--- src/rtl/pixel_readout_ctrl.sv ---
// pixel_readout_ctrl
// Drains hits from the root of a pixel priority-encoder tree one at a time:
// enables the root address, lets it settle, captures {timestamp, address}
// into a small FIFO, then pulses CLKIN to clear the winning pixel. The FIFO
// head is presented as a ready/valid stream.
module pixel_readout_ctrl #(
    parameter int WID    = 8,
    parameter int TS_WID = 8,
    parameter int DEPTH  = 4,
    parameter int SETTLE = 2
) (
    input  logic                   CLK,
    input  logic                   RSTN,
    input  logic                   RD_EN,
    input  logic                   VALID,
    input  logic [WID-1:0]         ADDR,
    output logic                   ADDREN,
    output logic                   CLKIN,
    output logic [TS_WID+WID-1:0]  DOUT,
    output logic                   DOUT_VALID,
    input  logic                   DOUT_READY,
    output logic [$clog2(DEPTH):0] FIFO_CNT,
    output logic                   BUSY
);

    localparam int AW  = $clog2(DEPTH);
    localparam int CW  = AW + 1;
    localparam int DW  = TS_WID + WID;
    localparam int SCW = (SETTLE > 1) ? $clog2(SETTLE) : 1;

    typedef enum logic [2:0] {
        S_IDLE    = 3'd0,
        S_ENABLE  = 3'd1,
        S_CAPTURE = 3'd2,
        S_PULSE   = 3'd3,
        S_RECOVER = 3'd4
    } state_e;

    state_e            state_q, state_d;
    logic [SCW-1:0]    settle_q, settle_d;
    logic              addren_q, clkin_q, busy_q;
    logic [TS_WID-1:0] ts_q;

    logic [DW-1:0]     mem_q [DEPTH];
    logic [AW-1:0]     wr_ptr_q, rd_ptr_q;
    logic [CW-1:0]     cnt_q, cnt_d;
    logic              fifo_full, fifo_empty, push, pop;

    assign fifo_full  = (cnt_q == CW'(DEPTH));
    assign fifo_empty = (cnt_q == '0);
    assign push       = (state_q == S_CAPTURE) && VALID;
    assign pop        = !fifo_empty && DOUT_READY;

    // Next-state decode for the readout sequence.
    // NOTE: every variable assigned in always_comb gets a default first so no latch is inferred.
    always_comb begin
        state_d  = state_q;
        settle_d = settle_q;
        case (state_q)
            S_IDLE: begin
                if (RD_EN && VALID && !fifo_full) begin
                    state_d  = S_ENABLE;
                    settle_d = SCW'(SETTLE - 1);
                end
            end
            S_ENABLE: begin
                if (!VALID) begin
                    state_d = S_RECOVER;
                end else if (settle_q == '0) begin
                    state_d = S_CAPTURE;
                end else begin
                    settle_d = settle_q - SCW'(1);
                end
            end
            S_CAPTURE: state_d = VALID ? S_PULSE : S_RECOVER;
            S_PULSE:   state_d = S_RECOVER;
            S_RECOVER: state_d = S_IDLE;
            default:   state_d = S_IDLE;
        endcase
    end

    // FSM state plus glitch-free tree controls decoded from the next state.
    // NOTE: sequential state uses non-blocking assignments so all flops update together at the edge.
    always_ff @(posedge CLK or negedge RSTN) begin
        if (!RSTN) begin
            state_q  <= S_IDLE;
            settle_q <= '0;
            addren_q <= 1'b0;
            clkin_q  <= 1'b0;
            busy_q   <= 1'b0;
        end else begin
            state_q  <= state_d;
            settle_q <= settle_d;
            addren_q <= (state_d == S_ENABLE) || (state_d == S_CAPTURE) || (state_d == S_PULSE);
            clkin_q  <= (state_d == S_PULSE);
            busy_q   <= (state_d != S_IDLE);
        end
    end

    // Free-running timestamp, wraps naturally at 2^TS_WID.
    always_ff @(posedge CLK or negedge RSTN) begin
        if (!RSTN) begin
            ts_q <= '0;
        end else begin
            ts_q <= ts_q + TS_WID'(1);
        end
    end

    // Occupancy: a simultaneous push and pop leaves the count unchanged.
    always_comb begin
        cnt_d = cnt_q;
        if (push && !pop) begin
            cnt_d = cnt_q + CW'(1);
        end else if (pop && !push) begin
            cnt_d = cnt_q - CW'(1);
        end
    end

    // FIFO pointers and count; pointers wrap modulo DEPTH.
    always_ff @(posedge CLK or negedge RSTN) begin
        if (!RSTN) begin
            wr_ptr_q <= '0;
            rd_ptr_q <= '0;
            cnt_q    <= '0;
        end else begin
            if (push) begin
                wr_ptr_q <= wr_ptr_q + AW'(1);
            end
            if (pop) begin
                rd_ptr_q <= rd_ptr_q + AW'(1);
            end
            cnt_q <= cnt_d;
        end
    end

    // FIFO storage: {timestamp at the capture edge, winning address}.
    // NOTE: the storage array has no reset; occupancy gates every read, so stale contents are never visible.
    always_ff @(posedge CLK) begin
        if (push) begin
            mem_q[wr_ptr_q] <= {ts_q, ADDR};
        end
    end

    assign DOUT       = fifo_empty ? '0 : mem_q[rd_ptr_q];
    assign DOUT_VALID = !fifo_empty;
    assign FIFO_CNT   = cnt_q;
    assign ADDREN     = addren_q;
    assign CLKIN      = clkin_q;
    assign BUSY       = busy_q;

endmodule

--- config.mk ---
export PLATFORM = sky130hd
export DESIGN_NAME = pixel_readout_ctrl
export DESIGN_NICKNAME = d
export VERILOG_FILES = /design/src/rtl/pixel_readout_ctrl.sv
export SDC_FILE = /design/constraint.sdc
export NUM_CORES = 1
export LEC_CHECK = 0
export CORE_MARGIN = 2
export CORE_UTILIZATION = 50
export DETAILED_ROUTE_END_ITERATION = 12
export PLACE_DENSITY = 0.72
export SLEW_MARGIN = 10
export SYNTH_ARGS = -nofsm -noshare
export SYNTH_HDL_FRONTEND = slang
export SYNTH_SLANG_ARGS = --single-unit
--- constraint.sdc ---
create_clock -name CLK -period 6.6 [get_ports CLK]
set_input_delay 1.65 -clock CLK [delete_from_list [all_inputs] [get_ports CLK]]
set_output_delay 1.65 -clock CLK [all_outputs]
set_load 0.02 [all_outputs]
==> results.tsv <==
metric	value	unit
WL/cell	17.1	um
port bufs	35	
drt via density	5.38	
Cell Count, Final, Fillers Out	312	
total number of H-tree levels	3	
fin. max-slew vios	0	
Power Dens Cells	373	mW/mm^2
gr usage total	0.162	
CP arrival	2.72	ns
layout overhead on the synthesized area	17.6	%
largest net degree at the start of global routing	23	
final setup violating endpoints	0	
Ant. Diodes	0	
max cap viols	0	
I/O pins	36	
synthesized instance count	188	
CTS root buf	clkbuf_8	
HPWL after detailed placement	3.23	mm
DRC	0	
chip height	87.2	um
Peak VDD IR	0.223	mV
CP max FO	18	
Routed Antenna Nets	0	
Worst-Margin Slew	1.04	ns
Syn Nets	208	
Post-Syn Area	0.00346	mm^2
footprint of the multi-input gates	918	um^2
Yosys top cell area share	0.555	
Seq. cell area	0.00247	mm^2
Worst EP required	4.95	ns
Leak	1.50	nW
Die Span X	87.2	um
initial antenna violation count	0	
unrepaired setup endpoints after global routing	false	
total grt overflow	0	
post-CTS sizing	0	
total clock sinks	86	
core area	0.00676	mm^2
Hold-fix buffers, CTS	0	
CTS Buf Count	9	
Fin Setup TNS	0	ns
clock buffer depth	2	
Post-CTS Setup Inserts	0	
First-pass DRT Iterations	4	
EDFF count, synth	64	
async set-or-reset flop fraction in the synthesized netlist	0.256	
CTS tree	built	
via count	1679	
area leader, netlist	edfxtp_1	
Synth area leaders	edfxtp_1, dfrtp_1, mux4_1	
post-synthesis register bit count	86	
startpoint types	register	
Final period util	0.663	
initial DRC count	110	
Highest Clock Rate	229	MHz
CP Class	reg2out	
minimum clock period	4.37	ns
final number of hold-violating endpoints	0	
placed cells	296	
first-pass GRT wire length	8.69	mm
CP endpoint kind	output port	
status	finished, final reports clean	
layout cell share with drive strength beyond 1	0.116	
Slew HR	0.306	
CTS clock-pin slew for the worst setup and hold paths	0.08	ns
Total Wirelength	5.34	mm
fillcell total	509	
Tightest Hold Check Type	reg2reg	
FF-to-FF setup slack	4.13	ns
gp weighted congestion	0.683	
Final Skew	0.00603	ns
die outline area	0.00761	mm^2
worst skew pair latency	0.35	ns
mean post-synth cell area	18.4	um^2
Synth Warn #	0	
vias in the first global route	1721	
top_reg_cell synth	edfxtp_1	
Netlist cell types	32	
post-synthesis sequential area ratio	0.714	
Cell Rows	30	
Nets	247	
Initial Util	0.513	
-- metal layers --
layer,part of all wire,global-route usage
met4,0.028,0.101
met3,0.038,0.0408
met5,0,0
met1,0.45,0.207
met2,0.48,0.250
-- Yosys cell counts, drive strengths merged, types with 2 or more instances --
library cell / n
nand3b: 2
nand2b: 3
dfrtp: 22
xor2: 6
a21oi: 2
ha: 6
nor2: 6
nand2: 5
inv: 5
edfxtp: 64
clkbuf: 2
buf: 5
mux4: 16
o21ai: 2
and2: 20
mux2: 2
xnor2: 6
nand3: 4
-- final cells by class --
cell class                      instances  share of cell area
Sequential cell                        86               0.607
Multi-Input combinational cell         90               0.225
Timing Repair Buffer                   35              0.0860
Clock buffer                            9              0.0304
Tap cell                               80              0.0246
Clock inverter                          7              0.0218
Inverter                                5             0.00461
-- cells by family (layout without fill, tap and decap cells) --
logic type / Yosys count / count (layout) / share of synthesized area
compound gates: 9 / 9 / 0.0163
xor+xnor: 12 / 12 / 0.0303
fa+ha+maj: 7 / 7 / 0.0275
buf+inv: 12 / 56 / 0.0210
flops: 86 / 86 / 0.714
mux: 18 / 18 / 0.119
simple gates: 44 / 44 / 0.0719
-- through the flow --
| step | setup WS, ns | hold slack [ns] | total power [W] | util | instance area, um^2 |
|---|---|---|---|---|---|
| 2_1_floorplan | 3.44 | 0.413 | 0.000993 | - | 3460 |
| 5_1_grt | 2.05 | 0.488 | 0.00161 | 0.603 | 4070 |
| 3_5_place_dp | 2.55 | 0.448 | 0.00116 | 0.571 | 3860 |
| 3_3_place_gp | 2.57 | 0.440 | 0.00115 | 0.571 | 3860 |
| 6_report | 2.23 | 0.462 | 0.00152 | 0.603 | 4070 |
| 4_1_cts | 2.16 | 0.466 | 0.00154 | 0.603 | 4070 |
-- power by group --
part	total (W)	internal, W	switching [W]
registers	0.000701	0.000619	0.0000818
clock network	0.000383	0.000210	0.000173
logic	0.000435	0.000248	0.000187
-- state kept, by name, summed over array words and instances (netlist names) --
name and flops:
BUSY 1, mem_q 64, state_q 3, rd_ptr_q 2
settle_q 1, FIFO_CNT 3, CLKIN 1, ADDREN 1
wr_ptr_q 2, ts_q 8
-- path summary, 6_finish.rpt --
path,to,cells after the start,startpoint
min in group asynchronous,state_q[2]$_DFF_PN0_,1,RSTN
hold / removal,state_q[2]$_DFF_PN0_,1,state_q[2]$_DFF_PN0_
max in group asynchronous,rd_ptr_q[1]$_DFFE_PN0P_,1,RSTN
setup reg to reg,FIFO_CNT[2]$_DFFE_PN0P_,8,FIFO_CNT[1]$_DFFE_PN0P_
hold reg to reg,state_q[2]$_DFF_PN0_,1,state_q[2]$_DFF_PN0_
setup / recovery,DOUT[1],3,rd_ptr_q[0]$_DFFE_PN0P_
-- critical path: stages (launching register included) --
cell,delay (ns)
dfrtp_1,1.02
mux4_1,0.65
and2_1,0.17
clkdlybuf4s50_1,0.53
-- layout by cell type (no fill, tap or decap), types with 3 or more instances in the layout --
cell and instances:
edfxtp_1 64, clkdlybuf4s50_1 35, dfrtp_1 22, and2_1 20, clkbuf_8 9, mux4_2 8, mux4_1 8, xor2_1 6
xnor2_1 6, ha_1 6, nor2_1 5, inv_1 5, nand2_1 5, nand3_1 4, nand2b_1 3
Note: power is estimated with default switching activity, not from simulation.
==> edit, RTL diff (config.mk and constraints unchanged) <==
The 5 states of `state_e` get a one-hot encoding in 5 bits.
--- a/src/rtl/pixel_readout_ctrl.sv
+++ b/src/rtl/pixel_readout_ctrl.sv
@@ -28,12 +28,12 @@
     localparam int DW  = TS_WID + WID;
     localparam int SCW = (SETTLE > 1) ? $clog2(SETTLE) : 1;
 
-    typedef enum logic [2:0] {
-        S_IDLE    = 3'd0,
-        S_ENABLE  = 3'd1,
-        S_CAPTURE = 3'd2,
-        S_PULSE   = 3'd3,
-        S_RECOVER = 3'd4
+    typedef enum logic [4:0] {
+        S_IDLE    = 5'b00001,
+        S_ENABLE  = 5'b00010,
+        S_CAPTURE = 5'b00100,
+        S_PULSE   = 5'b01000,
+        S_RECOVER = 5'b10000
     } state_e;
 
     state_e            state_q, state_d;
Behaviour: no difference found for any inputs over 10 cycles, from zero or initial values and one cycle with RSTN low; not proved beyond that.
==> edit against the original RTL <==
- wire length up 1.8%
- non-clock buffer count unchanged
- worst setup slack worse by 2.8 ps
- power down 1.8%
- sequential cell count up 2
- area after synthesis up 2.5%
- design area up 2.2%
- register-to-register slack better by 20 ps
- sequential power down 1%
- global-route usage down 0.50 points
- worst hold slack better by 24 ps
- count of clock-buffer cells in the layout unchanged
- critical path type unchanged
- largest cell class unchanged
==> edit: results <==
{
  "ys_async_sr_fraction": 0.273,
  "min_path_type": "reg -> reg",
  "grtUsageTotal": 0.157,
  "use_met3": 0.0522,
  "synth_xor_area_frac": 0.0345,
  "final_net_count": 253,
  "synth_common_cells": "64 x edfxtp_1, 23 x dfrtp_1, 20 x and2_1, 16 x mux4_2",
  "antenna_found_initial": 0,
  "met2_length_mm": 2.61,
  "dp_cells": 318,
  "crit_path_end": "DOUT[1]",
  "dr_wl_met3_um": 322,
  "netSwitchingFraction": 0.299,
  "synth_flop_cell": "edfxtp_1",
  "grt_max_degree": 25,
  "reg_top3": "mem_q (64), ts_q (8), state_q (5)",
  "worst_pin_slew_ps": 1080,
  "outcome": "finished clean",
  "worst_path_largest_cell_delay_ps": 1060,
  "r2r_start": "FIFO_CNT[2]",
  "netlist_top_cells_area": "edfxtp_1 54%, dfrtp_1 16%, mux4_2 10%",
  "place_ws_ps": 2510,
  "p_int_mw": 1.05,
  "routed_via_density": 5.19,
  "post_cts_buffers": 0,
  "hold_path_startpoint": "settle_q",
  "syn-num-nets": 216,
  "pg_seq_mw": 0.693,
  "grt_pass1_wl_mm": 8.74,
  "p_clk_mw": 0.365,
  "ff2ff_setup_slack_ps": 4150,
  "grt_pass1_vias": 1717,
  "synth_compound_area_frac": 0.0173,
  "synth_cell_types": 32,
  "avgSynthCellArea_um2": 18.1,
  "gp_congestion": 0.681,
  "wl_met1_mm": 2.43,
  "placed_cell_area_um2": 3970,
  "postRouteWirelength_mm": 5.43,
  "yosysSeqAreaShare": 0.711,
  "clock_skew_ps": 8.60,
  "post-route-period-util": 0.663,
  "initialDrtViolationCount": 64,
  "synthAdderAreaFrac": 0.0268,
  "layout-drive-gt1-share": 0.181,
  "whs_ps": 486,
  "p_leak_nw": 1.47,
  "cts_root_buffer": "clkbuf_8",
  "top_layer_used": "met4",
  "antenna_cells": 0,
  "fin_cells": 334,
  "met2_usage": 0.244,
  "place_hpwl_mm": 3.39,
  "use_met1": 0.204,
  "ir_drop_mv": 0.156,
  "clk_latency_ps": 350,
  "synthMuxAreaShare": 0.108,
  "crit_arrival_ps": 2730,
  "r2r-end": "FIFO_CNT[2]",
  "crit_start": "rd_ptr_q[0]"
}
edit: changes by cell type after synthesis, sizes merged, moves of 2 or more:
cell	before	now
and3	1	4
buf	5	7
nand2	5	3
nand2b	3	0
nand3	4	6
nand3b	2	0
nor3	1	3
nor3b	0	2
o21ai	2	0
edit: logic make-up (layout without fill, tap and decap cells):
logic type                 count (synthesis)  count (layout)
AOI/OAI and AO/OA                          6               6
xor gates and xnor gates                  14              14
muxes                                     18              18
buffers and inverters                     14              56
adders and majority gates                  7               7
and+or+nand+nor                           49              49
DFF                                       88              88
edit: cell type report:
cell class                      count  area (um2)
Fill cell                         518        2670
Sequential cell                    88        2520
Multi-Input combinational cell     94         953
Timing Repair Buffer               35         350
Clock buffer                        9         124
Tap cell                           96         120
Clock inverter                      7        71.3
Inverter                            5        18.8
edit: critical path, delay by kind of cell (launching register included):
kind | cells | cell delay (ps)
buf+inv | 1 | 530
flops | 1 | 1060
mux | 1 | 620
simple gates | 1 | 170
